--- src/rtl/alu_rb_sequencer_pkg.sv ---
// rtl/alu_rb_sequencer_pkg.sv - shared constants, field positions and state encoding
package seq_pkg;

    localparam logic [3:0] CLS_ALU = 4'd0;
    localparam logic [3:0] CLS_LI  = 4'd1;
    localparam logic [3:0] CLS_NOP = 4'd2;

    localparam int CLS_LSB = 28;
    localparam int OP_LSB  = 24;
    localparam int RD_LSB  = 20;
    localparam int RS_LSB  = 16;
    localparam int RT_LSB  = 12;
    localparam int IMM_LSB = 0;

    typedef enum logic [2:0] {
        IDLE,
        READ,
        EXEC,
        WB,
        WB_IMM
    } state_t;

endpackage

--- src/rtl/alu_rb_sequencer_if.sv ---
// rtl/alu_rb_sequencer_if.sv - instruction valid/ready handshake
interface alu_rb_sequencer_if;

    logic        in_valid;
    logic        in_ready;
    logic [31:0] instr;

    modport master (output in_valid, output instr, input in_ready);
    modport slave  (input in_valid, input instr, output in_ready);

endinterface

--- src/rtl/alu_rb_sequencer_decoder.sv ---
// rtl/alu_rb_sequencer_decoder.sv - combinational instruction field decoder
module seq_instr_decoder
    import seq_pkg::*;
#(
    parameter int WIDTH = 32
) (
    input  logic [31:0]      instr,
    output logic [3:0]       cls,
    output logic             is_illegal,
    output logic [3:0]       alu_op,
    output logic [3:0]       rd,
    output logic [3:0]       rs,
    output logic [3:0]       rt,
    output logic [WIDTH-1:0] imm
);

    logic [15:0] imm16;

    assign cls        = instr[CLS_LSB +: 4];
    assign alu_op     = instr[OP_LSB +: 4];
    assign rd         = instr[RD_LSB +: 4];
    assign rs         = instr[RS_LSB +: 4];
    assign rt         = instr[RT_LSB +: 4];
    assign imm16      = instr[IMM_LSB +: 16];
    assign imm        = {{(WIDTH-16){imm16[15]}}, imm16};
    assign is_illegal = (cls != CLS_ALU) && (cls != CLS_LI) && (cls != CLS_NOP);

endmodule

--- src/rtl/alu_rb_sequencer.sv ---
// rtl/alu_rb_sequencer.sv - non-pipelined control sequencer for the ALU/register-bank datapath
module alu_rb_sequencer
    import seq_pkg::*;
#(
    parameter int ADDR_WIDTH  = 4,
    parameter int WIDTH       = 32,
    parameter int EXEC_CYCLES = 2
) (
    input  logic                  clk,
    input  logic                  rst,
    alu_rb_sequencer_if.slave     bus,
    output logic [3:0]            alu_op,
    output logic                  read_port_1,
    output logic                  read_port_2,
    output logic                  write_port,
    output logic                  W,
    output logic [ADDR_WIDTH-1:0] addr_port_1,
    output logic [ADDR_WIDTH-1:0] addr_port_2,
    output logic [ADDR_WIDTH-1:0] addr_port_write,
    output logic [WIDTH-1:0]      external_write,
    output logic                  busy,
    output logic                  done,
    output logic                  illegal,
    output logic [15:0]           retired
);

    if (ADDR_WIDTH != 4) begin : g_bad_addr_width
        $error("alu_rb_sequencer: ADDR_WIDTH must be 4");
    end
    if (EXEC_CYCLES < 1 || EXEC_CYCLES > 15) begin : g_bad_exec_cycles
        $error("alu_rb_sequencer: EXEC_CYCLES must be 1..15");
    end

    localparam logic [3:0] EXEC_LOAD = 4'(EXEC_CYCLES - 1);

    state_t                  state, state_next;
    logic [3:0]              cnt;
    logic [3:0]              op_q;
    logic [ADDR_WIDTH-1:0]   rd_q, rs_q, rt_q;
    logic [WIDTH-1:0]        imm_q;
    logic                    accept, done_next;

    logic [3:0]              dec_cls, dec_op, dec_rd, dec_rs, dec_rt;
    logic                    dec_illegal;
    logic [WIDTH-1:0]        dec_imm;

    seq_instr_decoder #(.WIDTH(WIDTH)) u_decoder (
        .instr      (bus.instr),
        .cls        (dec_cls),
        .is_illegal (dec_illegal),
        .alu_op     (dec_op),
        .rd         (dec_rd),
        .rs         (dec_rs),
        .rt         (dec_rt),
        .imm        (dec_imm)
    );

    assign bus.in_ready = (state == IDLE);
    assign accept       = bus.in_valid && (state == IDLE);
    assign done_next    = (accept && dec_cls == CLS_NOP) || state == WB || state == WB_IMM;

    always_ff @(posedge clk or posedge rst) begin
        if (rst) state <= IDLE;
        else     state <= state_next;
    end

    always_comb begin
        state_next = state;
        case (state)
            IDLE: begin
                if (accept && dec_cls == CLS_ALU)     state_next = READ;
                else if (accept && dec_cls == CLS_LI) state_next = WB_IMM;
            end
            READ:    state_next = EXEC;
            EXEC:    if (cnt == 4'd0) state_next = WB;
            WB:      state_next = IDLE;
            WB_IMM:  state_next = IDLE;
            default: state_next = IDLE;
        endcase
    end

    // Fields are latched on every accept; IDLE gating hides them for NOP/illegal.
    always_ff @(posedge clk or posedge rst) begin
        if (rst) begin
            op_q    <= '0;
            rd_q    <= '0;
            rs_q    <= '0;
            rt_q    <= '0;
            imm_q   <= '0;
            cnt     <= '0;
            done    <= 1'b0;
            illegal <= 1'b0;
            retired <= '0;
        end else begin
            done    <= done_next;
            illegal <= accept && dec_illegal;
            if (done_next) retired <= retired + 16'd1;
            if (accept) begin
                op_q  <= dec_op;
                rd_q  <= dec_rd;
                rs_q  <= dec_rs;
                rt_q  <= dec_rt;
                imm_q <= dec_imm;
            end
            if (state == READ)                    cnt <= EXEC_LOAD;
            else if (state == EXEC && cnt != 4'd0) cnt <= cnt - 4'd1;
        end
    end

    always_comb begin
        busy            = (state != IDLE);
        alu_op          = '0;
        addr_port_1     = '0;
        addr_port_2     = '0;
        addr_port_write = '0;
        read_port_1     = 1'b0;
        read_port_2     = 1'b0;
        write_port      = 1'b0;
        W               = 1'b0;
        external_write  = '0;
        if (busy) begin
            alu_op          = op_q;
            addr_port_1     = rs_q;
            addr_port_2     = rt_q;
            addr_port_write = rd_q;
        end
        if (state == READ) begin
            read_port_1 = 1'b1;
            read_port_2 = 1'b1;
        end
        if (state == WB) write_port = 1'b1;
        if (state == WB_IMM) begin
            write_port     = 1'b1;
            W              = 1'b1;
            external_write = imm_q;
        end
    end

endmodule

--- src/flat_wrapper.sv ---
// flat-port wrapper written by rule: the top's interface ports become plain ports
module alu_rb_sequencer_flat import seq_pkg::*;
#(
    parameter int ADDR_WIDTH  = 4,
    parameter int WIDTH       = 32,
    parameter int EXEC_CYCLES = 2
)
  (clk, rst, alu_op, read_port_1, read_port_2, write_port, W, addr_port_1, addr_port_2, addr_port_write, external_write, busy, done, illegal, retired, bus_in_valid, bus_instr, bus_in_ready);
  alu_rb_sequencer_if bus_i ();
  input  logic clk;
  input  logic rst;
  output logic [3:0] alu_op;
  output logic read_port_1;
  output logic read_port_2;
  output logic write_port;
  output logic W;
  output logic [ADDR_WIDTH-1:0] addr_port_1;
  output logic [ADDR_WIDTH-1:0] addr_port_2;
  output logic [ADDR_WIDTH-1:0] addr_port_write;
  output logic [WIDTH-1:0] external_write;
  output logic busy;
  output logic done;
  output logic illegal;
  output logic [15:0] retired;
  input wire logic [$bits(bus_i.in_valid)-1:0] bus_in_valid;
  input wire logic [$bits(bus_i.instr)-1:0] bus_instr;
  output wire logic [$bits(bus_i.in_ready)-1:0] bus_in_ready;
  assign bus_i.in_valid = bus_in_valid;
  assign bus_i.instr = bus_instr;
  assign bus_in_ready = bus_i.in_ready;
  alu_rb_sequencer #(.ADDR_WIDTH(ADDR_WIDTH), .WIDTH(WIDTH), .EXEC_CYCLES(EXEC_CYCLES)) u_core (.clk(clk), .rst(rst), .bus(bus_i), .alu_op(alu_op), .read_port_1(read_port_1), .read_port_2(read_port_2), .write_port(write_port), .W(W), .addr_port_1(addr_port_1), .addr_port_2(addr_port_2), .addr_port_write(addr_port_write), .external_write(external_write), .busy(busy), .done(done), .illegal(illegal), .retired(retired));
endmodule
--- config.mk ---
export PLATFORM = sky130hd
export DESIGN_NAME = alu_rb_sequencer_flat
export DESIGN_NICKNAME = d
export VERILOG_FILES = /design/src/rtl/alu_rb_sequencer_pkg.sv /design/src/rtl/alu_rb_sequencer_if.sv /design/src/rtl/alu_rb_sequencer_decoder.sv /design/src/rtl/alu_rb_sequencer.sv /design/src/flat_wrapper.sv
export SDC_FILE = /design/constraint.sdc
export NUM_CORES = 1
export LEC_CHECK = 0
export BUFFER_PORTS_ARGS = -buffer_cell sky130_fd_sc_hd__buf_2
export CAP_MARGIN = 20
export CORE_MARGIN = 5
export CORE_UTILIZATION = 53
export CTS_BUF_LIST = sky130_fd_sc_hd__clkbuf_2
export CTS_CLUSTER_DIAMETER = 200
export DETAILED_ROUTE_END_ITERATION = 8
export PLACE_DENSITY = 0.93
export SETUP_SLACK_MARGIN = 0.4
export SLEW_MARGIN = 15
export SYNTH_ARGS = -nofsm -noshare
export SYNTH_HDL_FRONTEND = slang
export SYNTH_SLANG_ARGS = --single-unit
--- constraint.sdc ---
create_clock -name clk -period 3.24 [get_ports clk]
set_clock_uncertainty 0.2 [all_clocks]
set_input_delay 0.162 -clock clk [delete_from_list [all_inputs] [get_ports clk]]
set_output_delay 0.162 -clock clk [all_outputs]
set_load 0.05 [all_outputs]
==> run_results.csv <==
group,metric,value,unit
clock_network,clkSinkCount,53,
grt,grt_max_degree,54,
timing,fmax,401.9,MHz
placed_design,dpl.hpwl,4.152,mm
worst_setup_path,cp_max_fo,18,
worst_setup_path,r2r_cells,4,
drt,drt_iter0_drc,95,
grt,busiest_layer,"met2",
power,p_per_area,873.5,nW/um^2
grt,gr-total-overflow,0,
power,vdd_ir_drop_max,0.0006743,V
synth,avgSynthCellArea,11.78,um^2
run_status,outcome,"completed",
drt,avgViaCountPerCell,4.993,
min_path,hold_path_class,"primary input to async pin",
finish,drive_above_1_share,0.4413,
finish,area_growth,34.33,%
drt,dr.pass1.iters,4,
flow_run,maxCapViolCount,0,
timing,finalCritPeriodShare,0.7680,
worst_setup_path,reg2reg_slack,0.82,ns
floorplan,start_util,0.5486,
grt,grt_pass1_vias,2187,
clock_network,path_clk_slew,0.27,ns
power,leakage,0.001836,uW
worst_setup_path,critPathLaunchType,"register",
worst_setup_path,r2r_start,"u_core.state[1]",
grt,antenna_found_initial,0,
timing,period_needed,2.488,ns
clock_network,cts.htree.levels,2,
synth,syn_nets,258,
finish,fin_nets,386,
floorplan,die_area,6387,um^2
clock_network,cts_tree,"built",
grt,met2_usage,0.3949,
finish,fin_cells,416,
synth,yosysSeqAreaShare,0.5118,
clock_network,worstSkewPairLatency,0.43,ns
drt,vias,2077,
worst_setup_path,critPathLaunch,"u_core.state[2]",
worst_setup_path,path_class,"register to output pin",
clock_network,postCtsSetupBuffers,0,
timing,whs,0.1795,ns
timing,tightest_slew,0.8782,ns
synth,syn_area,2591,um^2
clock_network,ctsLongestPathBuffers,2,
worst_setup_path,arrival,2.13,ns
floorplan,die_h,79.92,um
grt,grt_pass1_wl,10.54,mm
timing,finalMaxSlewViolations,0,
worst_setup_path,reg2reg_to,"u_core.illegal",
worst_setup_path,crit_path_end_kind,"output pin",
drt,drc,0,
timing,setup_violations,0,
floorplan,fp.dieW,79.92,um
grt,met1_usage,0.2386,
finish,post-route-util,0.7370,
grt,grtUsageTotal,0.2121,
clock_network,root_buffer,"clkbuf_2",
drt,avgRoutedWirePerCell,15.23,um
synth,synthCells,220,
finish,antennaDiodeCount,0,
synth,ys_ff_latch,53,
worst_setup_path,crit_required,2.88,ns
clock_network,cts_buffers,5,
floorplan,coreArea,4723,um^2
floorplan,top_level_ports,107,
timing,finalSetupTns,0,ns
drt,drt-total-wl,6.334,mm
drt,drtAntennaViolNets,0,
placed_design,port_buffers,106,
synth,synth_warnings,0,
placed_design,gp_congestion,0.8006,
grt,use_met3,0.04853,
placed_design,placed_cells,372,
timing,max-slew-margin-rel,0.4139,
timing,rsz0062_at_grt,"no",
floorplan,fp-row-count,25,
synth,ys_types,33,
timing,hold_violations,0,
==> worst max path at each step <==
| stage | end | slack [ns] | cells past startpoint |
|---|---|---|---|
| 2_1_floorplan | read_port_2 | 0.55 | 3 |
| 3_3_place_gp | u_core.retired[6] | 1.20 | 5 |
| 3_5_place_dp | u_core.retired[6] | 1.12 | 5 |
| 4_1_cts | external_write[19] | 0.60 | 4 |
| 5_1_grt | bus_in_ready | 0.54 | 3 |
| 6_report | external_write[19] | 0.75 | 4 |
==> layout make-up <==
class	count	area, um^2
clock buffers	5	25.02
clock inverters	3	20.02
fillers	329	1242
inverters	5	20.02
multi-input cells	137	1085
flip-flops and latches	53	1326
well taps	67	83.83
repair buffers	146	920.9
==> stage by stage <==
stage | area, um^2 | power [uW] | worst slack (ns)
global placement | 3073 | 2685 | 1.198
floorplan | 2591 | 2379 | 0.5472
finish | 3481 | 3040 | 0.7516
CTS | 3478 | 3047 | 0.6030
detailed placement | 3073 | 2744 | 1.117
global route | 3481 | 3230 | 0.5391
==> cell usage after synthesis <==
| cell | count | share of area |
|---|---|---|
| ha_1 | 3 | 0.014 |
| nor4_1 | 5 | 0.012 |
| buf_2 | 2 | 0.0039 |
| inv_1 | 5 | 0.0072 |
| or3b_2 | 1 | 0.0034 |
| or2_2 | 1 | 0.0024 |
| a31oi_1 | 1 | 0.0024 |
| nand4_1 | 1 | 0.0024 |
| buf_6 | 1 | 0.0043 |
| a211oi_2 | 1 | 0.0048 |
| nor3_1 | 6 | 0.012 |
| nand3_1 | 6 | 0.012 |
| clkbuf_1 | 5 | 0.0072 |
| nor4b_4 | 1 | 0.0092 |
| and4b_1 | 1 | 0.0039 |
| nor4b_1 | 2 | 0.0068 |
| buf_4 | 17 | 0.049 |
| a211oi_1 | 1 | 0.0029 |
| and3_1 | 1 | 0.0024 |
| and2_1 | 17 | 0.041 |
| nor3b_1 | 4 | 0.012 |
| dfrtp_1 | 53 | 0.51 |
| nand2b_1 | 1 | 0.0024 |
| nor2_1 | 7 | 0.010 |
| nor2b_1 | 16 | 0.039 |
| a21boi_0 | 1 | 0.0029 |
| nand2_1 | 8 | 0.012 |
| mux2_2 | 29 | 0.13 |
| and4_1 | 2 | 0.0068 |
| and3b_1 | 1 | 0.0034 |
| xnor2_1 | 4 | 0.014 |
| xor2_1 | 15 | 0.051 |
| nor3b_4 | 1 | 0.0072 |
==> cell usage in the layout, fill, tap and decap left out <==
cell,instances
clkinv_2,1
ha_1,3
and2_1,16
xor2_1,15
or3b_2,1
buf_4,4
nand3_1,6
nor2_1,7
clkinv_1,1
and3b_1,1
nor4_1,5
nor3b_4,1
nor4b_4,1
a31oi_1,1
dlygate4sd3_1,36
nor2b_1,16
clkinvlp_4,1
nor3_2,1
and4b_1,1
nor4b_1,2
and3_1,1
dfrtp_1,53
nand2_1,8
a211oi_2,1
buf_2,106
or2_2,1
a21boi_0,1
inv_6,1
a211oi_1,1
mux2_2,29
clkbuf_2,5
and4_1,2
nand4_1,1
and2_2,1
xnor2_1,4
nor3b_1,4
nand2b_1,1
nor3_1,5
inv_1,4
==> power breakdown <==
group          switching [uW]  internal (uW)  total, uW
logic                    1120            564       1680
registers                 186            912       1100
clock network             208           53.6        262
total                    1510           1530       3040
==> state kept, by name, indices dropped and copies added, names as in the netlist <==
name / flops
u_core.op_q: 4
u_core.done: 1
u_core.imm_q: 15
u_core.retired: 16
u_core.rs_q: 4
u_core.state: 3
u_core.illegal: 1
u_core.rd_q: 4
u_core.rt_q: 1
u_core.cnt: 4
==> routing by layer <==
layer,vias to the layer above,part of all wire
li1,977,-
met1,1003,0.38
met2,87,0.53
met3,10,0.074
met4,0,0.012
met5,-,0
==> kinds of logic (layout without fill, tap and decap cells) <==
| group | after synthesis | in the layout | synth area share |
|---|---|---|---|
| buffers and inverters | 30 | 159 | 0.07195 |
| XOR/XNOR | 19 | 19 | 0.06422 |
| adder cells (fa/ha/maj) | 3 | 3 | 0.01449 |
| AO/OA/AOI/OAI | 4 | 4 | 0.01304 |
| AND/OR/NAND/NOR | 82 | 82 | 0.1985 |
| multiplexers | 29 | 29 | 0.1260 |
| flip-flops | 53 | 53 | 0.5118 |
==> what timing repair did <==
item                                   in CTS  in global routing
setup endpoints to repair                   0                  4
hold buffers                               36                  0
endpoints found under the hold margin      84                  0
resized for setup                           0                  1
==> critical path, stage by stage, from the launching register on <==
cell,delay [ns]
dfrtp_1,0.60
nor3b_4,0.27
buf_4,0.23
and2_2,0.28
buf_2,0.31
Note: power is estimated with default switching activity, not from simulation.
